`config.mk`:
```
export PLATFORM = sky130hd
export DESIGN_NAME = io_debounce_flat
export DESIGN_NICKNAME = d
export VERILOG_FILES = /design/src/rtl/io_debounce_if.sv /design/src/rtl/io_debounce.sv /design/src/flat_wrapper.sv
export SDC_FILE = /design/constraint.sdc
export NUM_CORES = 1
export LEC_CHECK = 0
export CORE_ASPECT_RATIO = 0.5
export CORE_MARGIN = 2
export CORE_UTILIZATION = 56
export DETAILED_ROUTE_END_ITERATION = 7
export PLACE_DENSITY = 0.83
export SLEW_MARGIN = 20
export SYNTH_ARGS = -nofsm -noshare
export SYNTH_HDL_FRONTEND = slang
export SYNTH_SLANG_ARGS = --single-unit
```
`constraint.sdc`:
```
create_clock -name mem_clk -period 14.5 [get_ports mem_clk]
set_input_delay 1.45 -clock mem_clk [delete_from_list [all_inputs] [get_ports mem_clk]]
set_output_delay 1.45 -clock mem_clk [all_outputs]
set_load 0.1 [all_outputs]
```
`src/rtl/io_debounce_if.sv`:
```
// Board-input bundle: raw DIP/button levels and acknowledge in, conditioned levels and press flags out.
// Pure wiring, no latency of its own.
// No flow control; the consumer samples levels whenever it likes and acknowledges flags with btn_clr.
interface io_debounce_if;
    logic [7:0] sw1_raw;
    logic [7:0] sw2_raw;
    logic [7:0] btn1_raw;
    logic       btn_clr;
    logic [7:0] sw1;
    logic [7:0] sw2;
    logic [7:0] btn1;
    logic [7:0] btn1_level;

    // Board/CPU side: drives the raw pins and the acknowledge, reads conditioned values.
    modport master (
        output sw1_raw,
        output sw2_raw,
        output btn1_raw,
        output btn_clr,
        input  sw1,
        input  sw2,
        input  btn1,
        input  btn1_level
    );

    // Conditioning block side.
    modport slave (
        input  sw1_raw,
        input  sw2_raw,
        input  btn1_raw,
        input  btn_clr,
        output sw1,
        output sw2,
        output btn1,
        output btn1_level
    );
endinterface

```
`src/rtl/io_debounce.sv`:
```
// Synchronises and debounces 24 raw board inputs; sticky press flags for the 8 buttons.
// Latency: SYNC_STAGES + DB_COUNT edges from a clean raw change to the output level.
// No backpressure; flags hold until btn_clr, and a rise on the same edge as btn_clr wins.
module io_debounce #(
    parameter int SYNC_STAGES = 2,
    parameter int DB_WIDTH    = 16,
    parameter int DB_COUNT    = 50000,
    parameter int ACTIVE_LOW  = 1
) (
    input  logic          mem_clk,
    input  logic          mem_reset,
    io_debounce_if.slave  bus
);

    // Channel layout: [7:0] DIP bank 1, [15:8] DIP bank 2, [23:16] push buttons.
    localparam int NCH      = 24;
    localparam int BTN_BASE = 16;

    // Configuration sanity: the chain needs two flops for metastability settling, and
    // the terminal count must be representable so the counter can never wrap.
    if (SYNC_STAGES < 2) begin : g_bad_sync
        $error("io_debounce: SYNC_STAGES must be at least 2");
    end
    if ((DB_COUNT < 1) || (64'(DB_COUNT) > ((64'd1 << DB_WIDTH) - 64'd1))) begin : g_bad_count
        $error("io_debounce: DB_COUNT must be in 1 .. 2**DB_WIDTH-1");
    end

    localparam logic [DB_WIDTH-1:0] CNT_LAST = DB_WIDTH'(DB_COUNT - 1);
    localparam logic [DB_WIDTH-1:0] CNT_ONE  = DB_WIDTH'(1);

    // ------------------------------------------------------------------
    // Polarity normalisation: after this point a 1 always means on/pressed.
    // ------------------------------------------------------------------
    logic [NCH-1:0] raw_all;
    logic [NCH-1:0] x_in;

    assign raw_all = {bus.btn1_raw, bus.sw2_raw, bus.sw1_raw};
    assign x_in    = (ACTIVE_LOW != 0) ? ~raw_all : raw_all;

    // ------------------------------------------------------------------
    // Synchroniser chain, one flop per stage per bit.
    // ------------------------------------------------------------------
    logic [NCH-1:0] sync_q [SYNC_STAGES];
    logic [NCH-1:0] s;

    assign s = sync_q[SYNC_STAGES-1];

    // Shift the normalised inputs through the synchroniser stages.
    always_ff @(posedge mem_clk or posedge mem_reset) begin
        if (mem_reset) begin
            for (int k = 0; k < SYNC_STAGES; k++) begin
                sync_q[k] <= '0;
            end
        end else begin
            sync_q[0] <= x_in;
            for (int k = 1; k < SYNC_STAGES; k++) begin
                sync_q[k] <= sync_q[k-1];
            end
        end
    end

    // ------------------------------------------------------------------
    // Debounce: each channel counts consecutive cycles of disagreement
    // between the synchronised input and its accepted level. Any cycle of
    // agreement zeroes the count, so a bounce restarts the qualification.
    // ------------------------------------------------------------------
    logic [DB_WIDTH-1:0] cnt_q [NCH];
    logic [DB_WIDTH-1:0] cnt_d [NCH];
    logic [NCH-1:0]      stable_q;
    logic [NCH-1:0]      stable_d;

    // Next-state for every channel's accepted level and run-length counter.
    always_comb begin
        stable_d = stable_q;
        for (int i = 0; i < NCH; i++) begin
            cnt_d[i] = '0;
            if (s[i] != stable_q[i]) begin
                if (cnt_q[i] == CNT_LAST) begin
                    stable_d[i] = s[i];
                end else begin
                    cnt_d[i] = cnt_q[i] + CNT_ONE;
                end
            end
        end
    end

    // Register accepted levels and counters; reset discards any partial count.
    always_ff @(posedge mem_clk or posedge mem_reset) begin
        if (mem_reset) begin
            stable_q <= '0;
            for (int i = 0; i < NCH; i++) begin
                cnt_q[i] <= '0;
            end
        end else begin
            stable_q <= stable_d;
            for (int i = 0; i < NCH; i++) begin
                cnt_q[i] <= cnt_d[i];
            end
        end
    end

    // ------------------------------------------------------------------
    // Sticky press flags. The rise is taken from the level being accepted
    // on this edge, so the flag and btn1_level go high together. Set is
    // OR'd in after the clear term so a coincident press is never lost.
    // ------------------------------------------------------------------
    logic [7:0] btn_now;
    logic [7:0] btn_next;
    logic [7:0] rise;
    logic [7:0] flag_q;
    logic [7:0] flag_d;

    assign btn_now  = stable_q[BTN_BASE +: 8];
    assign btn_next = stable_d[BTN_BASE +: 8];
    assign rise     = btn_next & ~btn_now;
    assign flag_d   = rise | (flag_q & ~{8{bus.btn_clr}});

    // Hold each flag until software's acknowledging read.
    always_ff @(posedge mem_clk or posedge mem_reset) begin
        if (mem_reset) begin
            flag_q <= '0;
        end else begin
            flag_q <= flag_d;
        end
    end

    // ------------------------------------------------------------------
    // Outputs come straight from registers; nothing combinational from raw pins.
    // ------------------------------------------------------------------
    assign bus.sw1        = stable_q[7:0];
    assign bus.sw2        = stable_q[15:8];
    assign bus.btn1_level = stable_q[23:16];
    assign bus.btn1       = flag_q;

endmodule

```
`src/flat_wrapper.sv`:
```
// flat-port wrapper written by rule: the top's interface ports become plain ports
module io_debounce_flat 
#(
    parameter int SYNC_STAGES = 2,
    parameter int DB_WIDTH    = 16,
    parameter int DB_COUNT    = 50000,
    parameter int ACTIVE_LOW  = 1
)
  (mem_clk, mem_reset, bus_sw1_raw, bus_sw2_raw, bus_btn1_raw, bus_btn_clr, bus_sw1, bus_sw2, bus_btn1, bus_btn1_level);
  io_debounce_if bus_i ();
  input  logic mem_clk;
  input  logic mem_reset;
  input wire logic [$bits(bus_i.sw1_raw)-1:0] bus_sw1_raw;
  input wire logic [$bits(bus_i.sw2_raw)-1:0] bus_sw2_raw;
  input wire logic [$bits(bus_i.btn1_raw)-1:0] bus_btn1_raw;
  input wire logic [$bits(bus_i.btn_clr)-1:0] bus_btn_clr;
  output wire logic [$bits(bus_i.sw1)-1:0] bus_sw1;
  output wire logic [$bits(bus_i.sw2)-1:0] bus_sw2;
  output wire logic [$bits(bus_i.btn1)-1:0] bus_btn1;
  output wire logic [$bits(bus_i.btn1_level)-1:0] bus_btn1_level;
  assign bus_i.sw1_raw = bus_sw1_raw;
  assign bus_i.sw2_raw = bus_sw2_raw;
  assign bus_i.btn1_raw = bus_btn1_raw;
  assign bus_i.btn_clr = bus_btn_clr;
  assign bus_sw1 = bus_i.sw1;
  assign bus_sw2 = bus_i.sw2;
  assign bus_btn1 = bus_i.btn1;
  assign bus_btn1_level = bus_i.btn1_level;
  io_debounce #(.SYNC_STAGES(SYNC_STAGES), .DB_WIDTH(DB_WIDTH), .DB_COUNT(DB_COUNT), .ACTIVE_LOW(ACTIVE_LOW)) u_core (.mem_clk(mem_clk), .mem_reset(mem_reset), .bus(bus_i));
endmodule
```
# After elaboration in Yosys (flattened, before gate mapping)
# Cells that the tools add are included.
# W data, S select, Z words.
# totals
mem_bits_rw,0
ff_bits,464
latch_bits,0
in_bits,27
wordCells,202
n_memories,0
mem_bits_ro,0
out_inout_bits,32
# classes
eq_ne,48
mul,0
n_lt_le_gt_ge,0
add_sub_neg,24
n_reduce_logical,16
shifts,0
div,0
muxes,64
n_bitwise,6
# ops
op,count
$mux W16,48
$add A16 B1 Y16 const B,24
$eq A16 B16 Y1 const B,24
$reduce_and A2 Y1,16
$ne A1 B1 Y1,24
$not A24 Y24,1
$and A8 B8 Y8,2
$mux W1,16
$not A8 Y8,2
$or A8 B8 Y8,1

# Logic depth before layout (Yosys ltp)
# logic_depth
depth_word,5
ltp_mapped,6
depth_no_buf,5

# Worst setup path before layout
# No wires, ideal clock.
# synth_path
kind,register to output
from,register u_core.stable_q[18]
to,output bus_btn1_level[2]
path_slack_ns,12.111
path_stages_with_launch,1
n_path_buf,0
arrival_ns,0.939
path_cell_list,dfrtp_1
# synth_lines
element,line,source
"start, declared",io_debounce.sv:69,logic [NCH-1:0] stable_q;
"start signal, assigned",io_debounce.sv:95,stable_q <= stable_d;
"end, declared",flat_wrapper.sv:20,output wire logic [$bits(bus_i.btn1_level)-1:0] bus_btn1_level;
# No word-level cell between the ends.

==> flow_metrics.tcl <==
set metrics [dict create \
    n_antenna_cell 0 \
    skew_ps 21.70 \
    grt_setup_unrepaired "no" \
    cts.path.max_buffers 3 \
    worstRegToRegCells 5 \
    nets 2223 \
    powerDensity_mw_per_mm2 106.8 \
    wl_um 38450 \
    gr-usage-all-layers_pct 19.81 \
    area_growth_pct 12.00 \
    grt_overflow_total 0 \
    wl_per_cell_um 14.27 \
    hold_ws_ps 343.4 \
    crit_type "input port to asynchronous set/reset pin" \
    p_leak_nw 9.640 \
    rr_startpoint "u_core.cnt_q[192]" \
    core_sq_mm 0.03754 \
    ys.flop_type "dfrtp_1" \
    cts-resized-gates 0 \
    yosysUniqueCellTypes 48 \
    cts_tree "yes" \
    drtPass1Iterations 5 \
    synthTopCellsByArea "dfrtp_1, xnor2_1, nor2_1, nor4_1, nand3_1" \
    root_buffer "clkbuf_16" \
    hp-class "register to register" \
    cts.clk_slew.worst_paths_ps 70 \
    cts.sinks 464 \
    hpwl_um 24290 \
    place.gp.congestion 0.8447 \
    avgSynthCellArea_sq_um 10.26 \
    grt_pass1_vias 14780 \
    clk_latency_ps 560 \
    syn_nets 2135 \
    syn-cell-area_sq_mm 0.02138 \
    peakVddDrop_uv 64.67 \
    worst-slew-pin-transition_ps 1011 \
    critPathLaunchType "input port" \
    utilization_pct 63.79 \
    rr_endpoint "u_core.cnt_q[205]" \
    max_freq_mhz 264.5 \
    r2r_slack_ps 12250 \
    dp_cells 2621 \
    synth_edf_count 0 \
    ant_nets 0 \
    initial_utilization_pct 56.95 \
    cts_hold_buf 0 \
    grt_pass1_wl_um 67040 \
    required_ps 15070 \
    ios 59 \
    drv_slew 0 \
    io_buffers 58 \
    synth-seq-area-share_pct 54.32 \
    fin_cells 2695 \
    hold_viol_final 0 \
    cts_max_level 2 \
    tns_ps 0 \
    cts_made_buffers 42 \
    fp.dieH_um 142.2 \
    relSlewSlack_pct 32.40 \
    viasPerCell 5.488 \
    period_share_pct 26.07 \
    post_cts_buffers 0 \
    grt_max_degree 148 \
    drc_errors 0 \
    yosysWarnings 0 \
    num_rows 50 \
    maxCapViolations 0 \
    synth_largest_area_cell "dfrtp_1" \
    antenna_found_initial 0 \
    die-area_sq_mm 0.03985 \
    synth_top_area_share_pct 54.32 \
    syn_inst 2084 \
    synth_seq_cells 464 \
    critPathCapture "u_core.cnt_q[258]" \
    cp_max_fo 70 \
    drive_gt1_share_pct 5.861 \
    synthArstFlopShare_pct 100.0 \
    vias 14790 \
    startpoint "mem_reset" \
    synth.most_common_cell "dfrtp_1" \
    run_status "completed" \
    drt_iter0_drc 1183 \
    critPathCaptureType "asynchronous set/reset pin" \
    total_power_mw 2.558 \
    fin_crit_ps 3781 \
    setup_viol 0 \
    die_w_um 280.3 \
    worst_ep_arrival_time_ps 4350 \
    synth_common_cells "dfrtp_1, nor2_1, xnor2_1" \
]
per-layer routing:
metal  GRT usage [%]  share of wire (%)  routed length [um]
met1           26.45                 46               17700
met2           34.18                 49               18930
met3           3.004                3.0                1138
met5               0                  0                   0
met4           5.235                1.8                 678
registers in the layout (all words and copies together), names as in the netlist:
name             cells
u_core.bus.btn1      8
u_core.cnt_q       384
u_core.s            24
u_core.stable_q     24
u_core.sync_q       24
worst min path at each step:
| stage | start | end | cells after the start |
|---|---|---|---|
| floorplan | u_core.sync_q[24] | u_core.s[0] | 0 |
| global placement | u_core.sync_q[29] | u_core.s[5] | 0 |
| detailed placement | u_core.sync_q[44] | u_core.s[20] | 0 |
| CTS | u_core.sync_q[32] | u_core.s[8] | 0 |
| global route | u_core.sync_q[32] | u_core.s[8] | 0 |
| finish | u_core.sync_q[37] | u_core.s[13] | 0 |
cell families after synthesis:
logic type	count (synthesis)	synth area share [%]
and+or+nand+nor	1048	24.21
DFF	464	54.32
xor gates and xnor gates	353	14.46
buffers and inverters	138	2.681
AOI/OAI and AO/OA	35	1.697
adders and majority gates	24	1.405
muxes	22	1.229
where the power goes:
part | internal [mW] | total [mW] | switching, mW | leakage, nW
logic | 0.0283 | 0.0866 | 0.0583 | 2.63
registers | 1.32 | 1.34 | 0.0201 | 6.31
clock network | 0.654 | 1.13 | 0.480 | 0.700
critical path, stage by stage:
cell and delay [ps]:
clkdlybuf4s50_1 500, inv_8 270, buf_4 580, buf_4 690, buf_4 780
cell usage in the layout (no fill, tap or decap), types with 17 or more instances in the layout:
cell type,instances
inv_1,112
nor2_1,436
xor2_1,61
xnor2_1,292
nand2_1,88
dfrtp_1,464
nand4_1,88
mux2_2,17
nor3_1,90
clkdlybuf4s50_1,58
nor4_1,106
ha_1,24
nand3_1,128
clkbuf_16,42
layout make-up:
type,instances,area (sq um)
fillers,2828,13590
flip-flops and latches,464,11610
multi-input cells,1482,9193
clock buffers,61,1252
repair buffers,69,683.2
well taps,494,618.1
inverters,113,431.7
clock inverters,12,153.9
metrics by stage:
| stage | worst slack, ps | instance area (sq um) |
|---|---|---|
| floorplan | 111.1 | 21380 |
| global placement | 9400 | 22510 |
| finish | 10720 | 23940 |
| detailed placement | 9357 | 22510 |
| CTS | 9954 | 23920 |
| global route | 10210 | 23940 |
(Power assumes the default switching activity.)
